==> config.mk <==
export PLATFORM = sky130hd
export DESIGN_NAME = mem_arbiter
export DESIGN_NICKNAME = d
export VERILOG_FILES = /design/src/rtl/mem_arbiter.sv
export SDC_FILE = /design/constraint.sdc
export NUM_CORES = 1
export LEC_CHECK = 0
export CAP_MARGIN = 25
export CORE_MARGIN = 2
export CORE_UTILIZATION = 35
export DETAILED_ROUTE_END_ITERATION = 16
export GPL_ROUTABILITY_DRIVEN = 1
export PLACE_DENSITY = 0.87
export SETUP_SLACK_MARGIN = 0.1
export SYNTH_ARGS = -nofsm -noshare
export SYNTH_HDL_FRONTEND = slang
export SYNTH_SLANG_ARGS = --single-unit
==> constraint.sdc <==
create_clock -name clk -period 2.6 [get_ports clk]
set_clock_uncertainty 0.15 [all_clocks]
set_input_delay 0.52 -clock clk [delete_from_list [all_inputs] [get_ports clk]]
set_output_delay 0.52 -clock clk [all_outputs]
set_load 0.02 [all_outputs]
==> src/rtl/mem_arbiter.sv <==
// rtl/mem_arbiter.sv - shared memory bus arbiter for I-fetch and load/store ports
module mem_arbiter #(
   parameter int ADDR_W  = 32,
   parameter int DATA_W  = 32,
   parameter int TIMEOUT = 255,
   parameter int CNT_W   = 8
) (
   input  logic              clk,
   input  logic              rst,
   input  logic              halt,
   input  logic              iren,
   input  logic [ADDR_W-1:0] iaddr,
   output logic              ihit,
   output logic [DATA_W-1:0] iload,
   input  logic              dren,
   input  logic              dwen,
   input  logic [ADDR_W-1:0] daddr,
   input  logic [DATA_W-1:0] dstore,
   output logic              dhit,
   output logic [DATA_W-1:0] dload,
   output logic              ram_ren,
   output logic              ram_wen,
   output logic [ADDR_W-1:0] ram_addr,
   output logic [DATA_W-1:0] ram_store,
   input  logic [DATA_W-1:0] ram_load,
   input  logic              ram_ready,
   output logic              bus_err
);

   typedef enum logic [1:0] {
      IDLE  = 2'd0,
      DBUSY = 2'd1,
      IBUSY = 2'd2
   } state_t;

   state_t           state;
   state_t           state_next;
   logic [CNT_W-1:0] cnt;
   logic             busy;
   logic             at_limit;
   logic             done;
   logic             tout;
   logic             d_req;
   logic             grant_d;
   logic             grant_i;

   // Completion qualifiers: a BUSY cycle ends on ram_ready or when the wait budget runs out.
   always_comb begin
      busy     = (state != IDLE);
      d_req    = dren | dwen;
      at_limit = (cnt == CNT_W'(TIMEOUT - 1));
      done     = busy & (ram_ready | at_limit);
      tout     = busy & ~ram_ready & at_limit;
   end

   // State register.
   always_ff @(posedge clk) begin
      if (rst) begin
         state <= IDLE;
      end else begin
         state <= state_next;
      end
   end

   // Next-state and grant decisions; D wins from IDLE, but I always gets a look after a D hit.
   always_comb begin
      state_next = state;
      grant_d    = 1'b0;
      grant_i    = 1'b0;
      ihit       = 1'b0;
      dhit       = 1'b0;
      case (state)
         IDLE: begin
            if (!halt) begin
               if (d_req) begin
                  grant_d = 1'b1;
               end else if (iren) begin
                  grant_i = 1'b1;
               end
            end
         end
         DBUSY: begin
            if (done) begin
               dhit = 1'b1;
               if (iren && !halt) begin
                  grant_i = 1'b1;
               end else begin
                  state_next = IDLE;
               end
            end
         end
         IBUSY: begin
            if (done) begin
               ihit = 1'b1;
               // iaddr seen here is already the next fetch address
               if (d_req && !halt) begin
                  grant_d = 1'b1;
               end else if (iren && !halt) begin
                  grant_i = 1'b1;
               end else begin
                  state_next = IDLE;
               end
            end
         end
         default: begin
            state_next = IDLE;
         end
      endcase
      if (grant_d) begin
         state_next = DBUSY;
      end else if (grant_i) begin
         state_next = IBUSY;
      end
   end

   // Return data: only real memory data on a ready completion; a timed-out access reads as 0.
   always_comb begin
      iload   = '0;
      dload   = '0;
      bus_err = tout;
      if (ihit && !tout) begin
         iload = ram_load;
      end
      if (dhit && !tout && ram_ren) begin
         dload = ram_load;
      end
   end

   // Wait counter: restarts on every grant, counts stalled BUSY cycles, parks at 0 in IDLE.
   always_ff @(posedge clk) begin
      if (rst) begin
         cnt <= '0;
      end else if (grant_d || grant_i || state_next == IDLE) begin
         cnt <= '0;
      end else if (busy && !ram_ready) begin
         cnt <= cnt + 1'b1;
      end
   end

   // Memory bus registers: loaded at grant, held through the access, strobes dropped in IDLE.
   always_ff @(posedge clk) begin
      if (rst) begin
         ram_ren   <= 1'b0;
         ram_wen   <= 1'b0;
         ram_addr  <= '0;
         ram_store <= '0;
      end else if (grant_d) begin
         // simultaneous dren/dwen is resolved as a write
         ram_ren   <= dren & ~dwen;
         ram_wen   <= dwen;
         ram_addr  <= daddr;
         ram_store <= dstore;
      end else if (grant_i) begin
         ram_ren   <= 1'b1;
         ram_wen   <= 1'b0;
         ram_addr  <= iaddr;
      end else if (state_next == IDLE) begin
         ram_ren   <= 1'b0;
         ram_wen   <= 1'b0;
      end
   end

endmodule

==> out/results.txt, run 1 <==
Worst Hold Class: flip-flop to flip-flop
Count of mapped cells out of synthesis: 408
Standby leakage power: 3.081 nW
Number of nets in the synthesized netlist: 549
Part of the total power dissipated in combinational logic: 0.251
Post-route ant nets: 0
Initial Utilization: 0.3573
Post-layout instance area: 6893 um2
Detailed-routing iteration count for the pre-antenna-repair pass: 4
Post-layout worst setup margin: 109.1 ps
List of cells traversed by the critical path: inv_2, ha_4, and2b_1, and3_4, clkbuf_16, and2_4, buf_6
Internal power: 0.002317 W
Instance area after placement: 6588 um2
Unrepaired setup endpoints after global routing: yes
Clock period minus worst slack: 2491 ps
Yosys warning total: 0
Power density over cell area: 457.8 nW/um2
Source-to-sink clock delay at the later pin of the worst-skew pair: 340 ps
HPWL after DPL: 10560 um
DRC: 0
Share of layout cells above drive strength 1: 0.2229
Netlist Area Pre-Place: 3656 um2
Maximum frequency from static timing analysis: 401.5 MHz
Dominant cells by area after synthesis: dfxtp_1 (42%), mux2i_1 (8.8%), o2bb2ai_1 (7.9%)
Total clock sinks: 76
CTS clock-pin slew for the worst setup and hold paths: 80 ps
Critical R2R Launch: state[1]
Placement-stage worst setup slack: -337.4 ps
Critical Path Max Stage Delay: 330 ps
Width of the die: 106.2 um
Final Routed Wirelength: 13850 um
Overflow left after global routing: 0
Arrival @ worst endpoint: 1820 ps
Avg WL per Cell: 16.75 um
Top-area cell type share of the netlist area: 0.4162
Worst Path Class, Setup: flip-flop to output port
Clock tree root buffer cell: clkbuf_8
Post-CTS Hold Buffers: 0
Power, Total: 0.003155 W
Number of enable-type register cells in the synthesized netlist: 0
Final Max Tran Viols: 0
Layout Nets: 827
R2R depth: 11
Drt first-iter violations: 177
Most frequent cell after synthesis: dfxtp_1
Tot GR Track Use: 0.2336
TritonCTS clock tree: yes
Final clock period utilization by the worst path: 0.9580
Vertical die dimension: 106.2 um
Number of top-level pins: 268
Std cell rows: 37
Synth unique cells: 46
Type of destination of the critical path: output port
Routed vias/inst: 5.012
Fraction of the core area covered by cells at the end of the flow: 0.6737
Least-Margin Pin Slew: 372.7 ps
Wire length of the first global-routing pass: 20750 um
Proportion of power drawn by flip-flops and latches: 0.406
Number of synthesized register bits: 76
Commonest register cell after synthesis: dfxtp_1
Ys async rst share: 0
Outcome: finished, final reports clean
CTS Buf Count: 9
H-tree depth reported by CTS: 3
Maximum vdd ir drop: 0.3467 mV
Maximum number of pins on one net before global-route repair: 34
Origin of the worst min-delay path: ram_store[1]
Final hold viol count: 0
Die Outline Area: 11280 um2
Number of violations of the max-capacitance limit: 0
Worst slew margin relative to its limit: 0.7509
Critical path startpoint category: flip-flop
Number of antenna repair diodes: 0
Share of the yosys chip area belonging to registers: 0.4162
Core footprint: 10230 um2
Via count of the first global-routing pass: 4178
Count of final setup violators: 0
Global placer's final weighted congestion: 0.9867
Layout filler cell count: 793
Layout-stage area growth over the synthesis result: 88.54%
Switching Power: 0.0008385 W
Fraction of power consumed by the clock network: 0.343
Synth top cells by count: dfxtp_1 (76), nand2_1 (67), a21oi_1 (35), and3_1 (35)
Hold endpoint: ram_store[1]
Worst path required time: 1930 ps
Worst reg-to-reg setup slack: 240 ps
Clock buffer depth: 2
Mean instance size in the synthesized netlist: 8.961 um2
Antenna violations before repair: 0
WP buf/inv: 3
Crit Path Max Fanout: 8
Share of total power consumed by net switching: 0.2657
Largest area contributor in the netlist: dfxtp_1
Largest delay share family, worst path: simple AND/OR/NAND/NOR gates
Crit path max-delay cell type: dfxtp_2
Critical R2R Capture: ram_addr[8]
Min-Delay Path Depth: 2
IO Port Bufs: 267
Vias post-DR: 4145
## flip-flops by register name, summed over array words and instances (netlist names)
register / cells
state: 2
ram_wen: 1
ram_ren: 1
ram_addr: 32
ram_store: 32
cnt: 8
## per-layer routing
metal	part of all wire	GRT usage	vias up
li1	-	-	1973
met1	0.34	0.2207	1927
met2	0.55	0.4505	206
met3	0.078	0.06315	39
met4	0.040	0.1278	0
met5	0	0	-
## layout by cell type, fill, tap and decap left out, drive strengths merged, types with 2 or more instances in the layout
master,synthesis,layout
o2bb2ai,33,33
xor2,4,4
nor3,2,2
nand4,2,2
clkdlybuf4s50,0,199
bufinv,0,3
nand2,68,68
and3,35,35
nor2,15,15
ha,6,6
and4,2,2
nor2b,2,2
and2,33,33
clkbuf,15,12
dfxtp,76,76
buf,16,95
a31oi,2,2
a21oi,36,36
inv,8,9
xnor2,3,3
mux2i,32,32
## tightest hold or removal path: stages (launching register included)
cell	delay, ps
dfxtp_1	310
nand2_1	50
a21oi_1	50
## what timing repair did
item / in CTS / in global routing
pin swaps: 0 / 17
cloned: 1 / 2
buffers inserted: 1 / 1
endpoints found under the setup margin: 67 / 63
resized for setup: 282 / 83
## cell families after synthesis
| group | Yosys count | share of synthesized area |
|---|---|---|
| AOI/OAI and AO/OA | 82 | 0.1656 |
| xor gates and xnor gates | 7 | 0.01677 |
| adders and majority gates | 6 | 0.02053 |
| buffers and inverters | 39 | 0.05578 |
| DFF | 76 | 0.4162 |
| muxes | 32 | 0.08761 |
| and+or+nand+nor | 166 | 0.2375 |
## area by class of cell
type                       instances  area [um2]  share of cell area
inverter                           8       30.03            0.004357
clock inverter                     6       111.4             0.01616
tap                              136       170.2             0.02469
timing repair buffer             298        2903              0.4211
multi-input combinational        293        2027              0.2941
clock buffer                      10       127.6             0.01852
sequential                        76        1524              0.2211
## power by group through the flow
| stage | clock, W | combinational [W] | sequential (W) |
|---|---|---|---|
| finish | 0.00108 | 0.000793 | 0.00128 |
| detailed placement | 0 | 0.000778 | 0.00131 |
| floorplan | 0 | 0.000228 | 0.00139 |
| global placement | 0 | 0.000760 | 0.00130 |
| global route | 0.00116 | 0.000841 | 0.00129 |
| CTS | 0.00111 | 0.000786 | 0.00128 |
## per-stage QoR
stage	TNS (ps)	cells	hold slack, ps
final	0	827	304.4
after global routing	0	827	331.8
after CTS	0	824	308.1
after detailed placement	-23580	806	297.2
after global placement	-19330	806	290.6
after floorplan	0	408	331.0
## worst max path at each step
stage,depth (start not counted),end,slack (ps),from
after global placement,6,dload[9],-280,ram_ready
after detailed placement,6,dload[15],-340,ram_ready
final,7,dload[4],110,state[1]
after CTS,7,dload[26],110,state[0]
after global routing,7,dload[4],50,state[1]
after floorplan,6,dload[10],270,state[1]
No activity file was read; power rests on OpenSTA's default activity.
==> run 2: changes to the inputs <==
CORE_MARGIN = 3   (was 2)
==> out/results.txt, run 2 (synthesized netlist as in run 1, its figures left out) <==
Outcome: finished, final reports clean
Worst path required time: 1930 ps
HPWL after DPL: 10440 um
Source-to-sink clock delay at the later pin of the worst-skew pair: 340 ps
Initial Utilization: 0.3673
Overflow left after global routing: 0
Type of destination of the critical path: output port
Drt first-iter violations: 148
Number of violations of the max-capacitance limit: 0
Wire length of the first global-routing pass: 20070 um
Number of top-level pins: 268
Least-Margin Pin Slew: 431.8 ps
Largest delay share family, worst path: simple AND/OR/NAND/NOR gates
Worst slew margin relative to its limit: 0.7047
Final Max Tran Viols: 0
Maximum vdd ir drop: 0.3502 mV
Worst Hold Class: flip-flop to flip-flop
Number of antenna repair diodes: 0
Clock period minus worst slack: 2445 ps
Min-Delay Path Depth: 2
Share of layout cells above drive strength 1: 0.1793
Layout filler cell count: 806
List of cells traversed by the critical path: inv_2, ha_4, and2b_1, and3_4, buf_12, and2_1, buf_4
IO Port Bufs: 267
Critical Path Max Stage Delay: 340 ps
Final hold viol count: 0
Count of final setup violators: 0
Area of combinational cells with multiple inputs: 1961 um2
Crit path max-delay cell type: dfxtp_2
Layout Nets: 823
TritonCTS clock tree: yes
Core footprint: 9955 um2
Origin of the worst min-delay path: ram_wen
Maximum number of pins on one net before global-route repair: 37
Std cell rows: 36
Critical path startpoint category: flip-flop
Layout-stage area growth over the synthesis result: 82.24%
Antenna violations before repair: 0
Routed vias/inst: 4.929
DRC: 0
Arrival @ worst endpoint: 1770 ps
Clock buffer depth: 2
Vias post-DR: 4037
Power, Total: 0.003048 W
H-tree depth reported by CTS: 3
Die Outline Area: 11710 um2
CTS Buf Count: 9
Via count of the first global-routing pass: 4090
Critical R2R Capture: ram_addr[11]
Clock tree root buffer cell: clkbuf_8
Commonest cells after routing, fill and taps aside: clkdlybuf4s50_1 (199), dfxtp_1 (74), nand2_1 (67)
Avg WL per Cell: 16.49 um
Maximum frequency from static timing analysis: 409.0 MHz
Post-route ant nets: 0
R2R depth: 11
Detailed-routing iteration count for the pre-antenna-repair pass: 4
Global placer's final weighted congestion: 0.8706
Critical R2R Launch: state[1]
CTS clock-pin slew for the worst setup and hold paths: 70 ps
Final clock period utilization by the worst path: 0.9403
Unrepaired setup endpoints after global routing: yes
Final Routed Wirelength: 13510 um
Width of the die: 108.2 um
WP buf/inv: 3
Leading cell type in the layout, fill and taps excluded: clkdlybuf4s50_1
Total clock sinks: 76
Standby leakage power: 3.000 nW
Worst Path Class, Setup: flip-flop to output port
Power density over cell area: 457.5 nW/um2
Tot GR Track Use: 0.2157
Worst reg-to-reg setup slack: 250 ps
Crit Path Max Fanout: 16
Top Registers: ram_addr x32, ram_store x32, cnt x8
Setup Total Neg Slack: 0 ps
Hold endpoint: ram_wen
Sequential cell area: 1524 um2
Vertical die dimension: 108.2 um
## run 2: cell types whose count changed in the layout (fill, tap and decap cells not counted), sizes merged
cell and delta:
buf -4, bufinv -1, clkbuf +1, clkinv +1, clkinvlp -1, inv -1
## run 2: how the worst max path moves through the flow
stage | slack, ps | from | cells past startpoint | to
floorplan | 270 | state[1] | 6 | dload[10]
global placement | -290 | ram_ready | 6 | dload[13]
detailed placement | -350 | ram_ready | 6 | dload[12]
CTS | 4 | ram_ready | 6 | dload[12]
global route | 80 | state[1] | 7 | dload[21]
finish | 160 | state[1] | 7 | dload[6]
## run 2: layer usage
layer	global-route usage	part of all wire	up-vias
li1	-	-	1971
met1	0.2119	0.34	1848
met2	0.4241	0.54	195
met3	0.06925	0.10	23
met4	0.06673	0.020	0
met5	0	0	-
## run 2: worst min-delay path, cell delays in order (launching register included)
cell and delay [ps]:
dfxtp_1 310, inv_1 50, o2bb2ai_1 50
## run 2: cell type report
type	count	share of cell area
clock inverters	4	0.01108
repair buffers	294	0.4152
clock buffers	11	0.02122
multi-input cells	293	0.2943
flip-flops and latches	76	0.2287
inverters	8	0.004507
well taps	133	0.02498
## run 2: repair_timing
action                     4_1_cts  5_1_grt
setup buffers                    1        0
hold buffers                     0        0
pin swaps                        1        0
cloned                           1        2
setup endpoints to repair       66       62
gates resized for setup        251       53
## run 2: stage by stage
step / area (um2) / cells / util / hold slack [ps] / setup slack (ps)
6_report: 6663 / 819 / 0.6693 / 306.2 / 155.2
4_1_cts: 6683 / 817 / 0.6713 / 309.5 / 4.127
3_3_place_gp: 6574 / 800 / 0.6604 / 290.1 / -288.3
3_5_place_dp: 6574 / 800 / 0.6604 / 298.4 / -345.8
2_1_floorplan: 3656 / 408 / - / 331.0 / 265.5
5_1_grt: 6663 / 819 / 0.6693 / 324.6 / 84.59
## run 2: power breakdown
group	internal (W)	switching (W)	leakage, nW	total [W]
clock network	0.000563	0.000417	0.109	0.000979
logic	0.000438	0.000350	2.27	0.000788
registers	0.00124	0.0000403	0.623	0.00128
total	0.00224	0.000807	3.00	0.00305
==> patch 1, RTL diff (config.mk and constraints of run 2) <==
Change the parameter `DATA_W` from 32 to 16.
--- a/src/rtl/mem_arbiter.sv
+++ b/src/rtl/mem_arbiter.sv
@@ -2,5 +2,5 @@
 module mem_arbiter #(
    parameter int ADDR_W  = 32,
-   parameter int DATA_W  = 32,
+   parameter int DATA_W  = 16,
    parameter int TIMEOUT = 255,
    parameter int CNT_W   = 8
Interface: changed (5 resized); port bits go from 268 to 188. The function was not compared with the original's and may differ.
==> patch 1 against run 2 <==
  * Synthesized area down 22%
  * Clock power down 1%
  * Sequential cell count down 16
  * Design area down 22%
  * Total power down 15%
  * Worst setup slack worse by 11 ps
  * Wire length down 28%
  * Count of clock-buffer cells in the layout unchanged
  * Largest cell class unchanged
  * Highest routed layer unchanged
==> patch 1: results (changes against run 2) <==
metric,value,unit,change
run_status,"finished, final reports clean",,unchanged
p_leak,2.19,nW,was 3.00 nW
drive_above_1_share,17.8,%,was 17.9%
intPower,1.91,mW,was 2.24 mW
largestRegisters,"ram_addr (32), ram_store (16), cnt (8)",,"was ram_addr (32), ram_store (32), cnt (8)"
cts_setup_buffers,0,,was 1
drt_iter0_drc,99,,was 148
slowest_stage,a2111o_2,,was dfxtp_2
antenna_found_initial,0,,unchanged
synth_nets,411,,was 549
synth_compound_area_share,18.4,%,was 16.6%
critPathMaxFanout,5,,was 16
top_layer,met4,,unchanged
grt_use_met2,36.3,%,was 42.4%
p_comb,608,µW,was 788 µW
worstSkewPairLatency,330,ps,
yosys.area_share.adder,2.62,%,was 2.05%
clk_pin_slew,70,ps,about the same
grt_pass1_vias,3093,,"was 4,090"
wl_met2,4940,µm,was 7340 µm
synth_seq_area_share,41.9,%,was 41.6%
ir_drop,0.428,mV,was 0.350 mV
slowest_delay,580,ps,was 340 ps
wl_per_cell,16.0,µm,was 16.5 µm
crit_family,compound AO/OA/AOI/OAI gates,,was simple AND/OR/NAND/NOR gates
place_congestion,0.885,,was 0.871
syn_inst,302,,was 408
grt_use_total,19.5,%,was 21.6%
async_reset_ff_share,0,%,unchanged
wl,9690,µm,"was 13,500 µm"
clock_path_buffers,2,,unchanged
htree_levels,3,,unchanged
cts_inserted_buffers,9,,unchanged
pre_cts_slack,-319,ps,was -346 ps
post_cts_resized,123,,was 251
netlist-cell-type-count,46,,unchanged
grt_pass1_wl,14200,µm,"was 20,100 µm"
yosys_warnings,0,,unchanged
ys_top_cells_by_count,"60 x dfxtp_1, 35 x nand2_1, 33 x o2bb2ai_1",,"was 76 x dfxtp_1, 67 x nand2_1, 35 x a21oi_1, 35 x and3_1"
port_buffers,187,,was 267
wl_met3,1170,µm,was 1350 µm
hpwl,7290,µm,"was 10,400 µm"
num-nets-final,609,,was 823
use_met1,19.2,%,was 21.2%
wl_met1,3360,µm,was 4550 µm
sequentialPower,1.01,mW,was 1.28 mW
yosys-top-cells-area,"dfxtp_1 42%, mux2i_1 11%, o2bb2ai_1 10%",,"was dfxtp_1 42%, mux2i_1 8.8%, o2bb2ai_1 7.9%"
relSlewSlack,68.3,%,was 70.5%
via_per_inst,5.04,,was 4.93
grtUsageMet3,8.21,%,was 6.93%
synth_xor_area_share,2.14,%,was 1.68%
grt_max_degree,33,,was 37
dpl_cell_area,4950,µm²,was 6570 µm²
synthMuxAreaShare,11.2,%,was 8.76%
cts_root_buffer,clkbuf_8,,unchanged
n_antenna_cell,0,,unchanged
placedCellCount,590,,was 800
power.density,500,nW/µm²,was 457 nW/µm²
-- patch 1: changes by cell type after synthesis, moves of 6 or more --
cell             run 2  this run
buf_2                4        10
a21oi_1             35        18
dfxtp_1             76        60
nand2_1             67        35
clkbuf_1            15         6
and3_1              35        18
and2_1              33        17
-- patch 1: layout make-up --
cell class / instances / area [µm²]
Clock buffer: 11 / 151
Tap cell: 102 / 128
Clock inverter: 5 / 83.8
Inverter: 9 / 33.8
Multi-Input combinational cell: 214 / 1580
Sequential cell: 60 / 1200
Fill cell: 620 / 2680
Timing Repair Buffer: 206 / 2000
-- patch 1: worst paths after layout --
path              slack [ps]          from            to  cells after the start
setup / recovery         140      state[0]        cnt[1]                      9
hold reg to reg          300  ram_store[2]  ram_store[2]                      2
hold / removal           300  ram_store[2]  ram_store[2]                      2
setup reg to reg         140      state[0]        cnt[1]                      9
==> patch 2, RTL diff (config.mk and constraints of run 2) <==
Made on the original files. Re-encode `state_t` (3 states) as one-hot, 3 bits wide.
--- a/src/rtl/mem_arbiter.sv
+++ b/src/rtl/mem_arbiter.sv
@@ -28,8 +28,8 @@
 );
 
-   typedef enum logic [1:0] {
-      IDLE  = 2'd0,
-      DBUSY = 2'd1,
-      IBUSY = 2'd2
+   typedef enum logic [2:0] {
+      IDLE  = 3'b001,
+      DBUSY = 3'b010,
+      IBUSY = 3'b100
    } state_t;
 
Formal check against the unedited RTL: no difference found for any inputs over 10 cycles, from zero or initial values and one cycle with rst high; not proved beyond that.
==> patch 2 against run 2 <==
  * Design area rose by 2.7%
  * Sequential share of layout area shrank 0.33 points
  * Sequential cell count is 1 higher
  * Synthesized area is 0.51% higher
  * Worst setup slack worse by 1.9 ps
  * Wire length is 11% higher
  * Maximum frequency barely moved
  * Total power increased by 7.9%
  * Count of clock-buffer cells in the layout shrank 1
  * Critical endpoint is now dload[21]
  * Largest cell class unchanged
==> patch 2: results (changes against run 2) <==
metric,value,unit,change
critPathArrivalTime,1780,ps,
synth_nets,622,,was 549
clk_pin_slew,80,ps,
grt_pass1_wl,22400,µm,"was 20,100 µm"
yosys-top-cells-area,"dfxtp_1 42%, nand2_1 13%, a311oi_1 7.6%",,"was dfxtp_1 42%, mux2i_1 8.8%, o2bb2ai_1 7.9%"
dr.pass1.iters,5,,was 4
ys_dominant_reg_cell,dfxtp_1,,unchanged
hpwl,11000,µm,"was 10,400 µm"
grt_use_met2,41.0,%,was 42.4%
grt_use_total,23.9,%,was 21.6%
pre_cts_slack,-309,ps,was -346 ps
via_per_inst,5.07,,was 4.93
antenna_found_initial,0,,unchanged
cts_root_buffer,clkbuf_8,,unchanged
ir_drop,0.397,mV,was 0.350 mV
wl_per_cell,16.8,µm,was 16.5 µm
use_met1,28.9,%,was 21.2%
worst_slew_pin_slew,605,ps,was 432 ps
grt_pass1_vias,4471,,"was 4,090"
yosys_warnings,0,,unchanged
critPathMaxFanout,32,,was 16
drt_iter0_drc,242,,was 148
grt_max_degree,55,,was 37
r2r_cells,8,,was 11
ys_top_cells_by_count,"130 x nand2_1, 77 x dfxtp_1, 46 x nor2_1",,"was 76 x dfxtp_1, 67 x nand2_1, 35 x a21oi_1, 35 x and3_1"
netlist-cell-type-count,40,,was 46
drive_above_1_share,17.8,%,was 17.9%
worstSkewPairLatency,350,ps,
place_congestion,0.872,,was 0.871
min_path_type,register to register,,unchanged
run_status,"finished, final reports clean",,unchanged
synth_seq_area_share,41.9,%,was 41.6%
htree_levels,3,,unchanged
n_antenna_cell,0,,unchanged
p_leak,2.75,nW,was 3.00 nW
grtUsageMet3,7.28,%,was 6.93%
num-nets-final,891,,was 823
## patch 2: area by class of cell
class | count | area, µm²
clock buffer | 10 | 128
clock inverter | 6 | 111
fill | 824 | 3160
inverter | 2 | 7.51
multi-input combinational | 362 | 2010
sequential | 77 | 1540
tap | 133 | 166
timing repair buffer | 302 | 2880
## patch 2: where the power goes
group,switching [mW],internal (mW)
Sequential,0.0528,1.28
Clock,0.458,0.638
Combinational,0.406,0.457
## patch 2: worst max-delay path, stage by stage (launching register included)
cell and delay [ps]:
dfxtp_1 320, nand2b_4 160, nor2_2 120, and3_4 220, buf_12 170, and2_1 160
clkdlybuf4s15_2 270
## patch 2: worst paths after layout
kind / end / startpoint / slack [ps]
worst max register to register: ram_addr[18] / state[1] / 240
worst max-delay path: dload[21] / state[0] / 150
worst min-delay path: ram_store[11] / ram_store[11] / 310
worst min register to register: ram_store[11] / ram_store[11] / 310
## patch 2: kinds of logic (layout without fill, tap and decap cells)
group	after synthesis	after routing	share of synthesized area [%]
AO/OA/AOI/OAI	84	84	15.9
XOR/XNOR	7	7	1.67
adder cells (fa/ha/maj)	2	2	0.681
buffers and inverters	46	320	5.62
flip-flops	77	77	41.9
AND/OR/NAND/NOR	269	269	34.2
## patch 2: repair_timing
action,4_1_cts,5_1_grt
pin swaps,2,0
setup buffers,1,2
endpoints found under the hold margin,0,0
cloned,1,0
setup endpoints to repair,83,83
resized for setup,140,81
## patch 2: stage by stage
stage	instance area, µm²	instances	total power [mW]	util (%)
finish	6840	892	3.29	68.4
global route	6840	892	3.44	68.4
CTS	6940	890	3.31	69.4
detailed placement	6650	872	2.20	66.5
global placement	6650	872	2.18	66.5
floorplan	3670	485	1.70	-
## patch 2: layer usage
| layer | wire length, µm | vias up | share of wire (%) |
|---|---|---|---|
| met2 | 7780 | 169 | 52 |
| met1 | 5750 | 2141 | 38 |
| met4 | 267 | 0 | 1.8 |
| li1 | - | 2187 | - |
| met3 | 1160 | 26 | 7.7 |
| met5 | 0 | - | 0 |
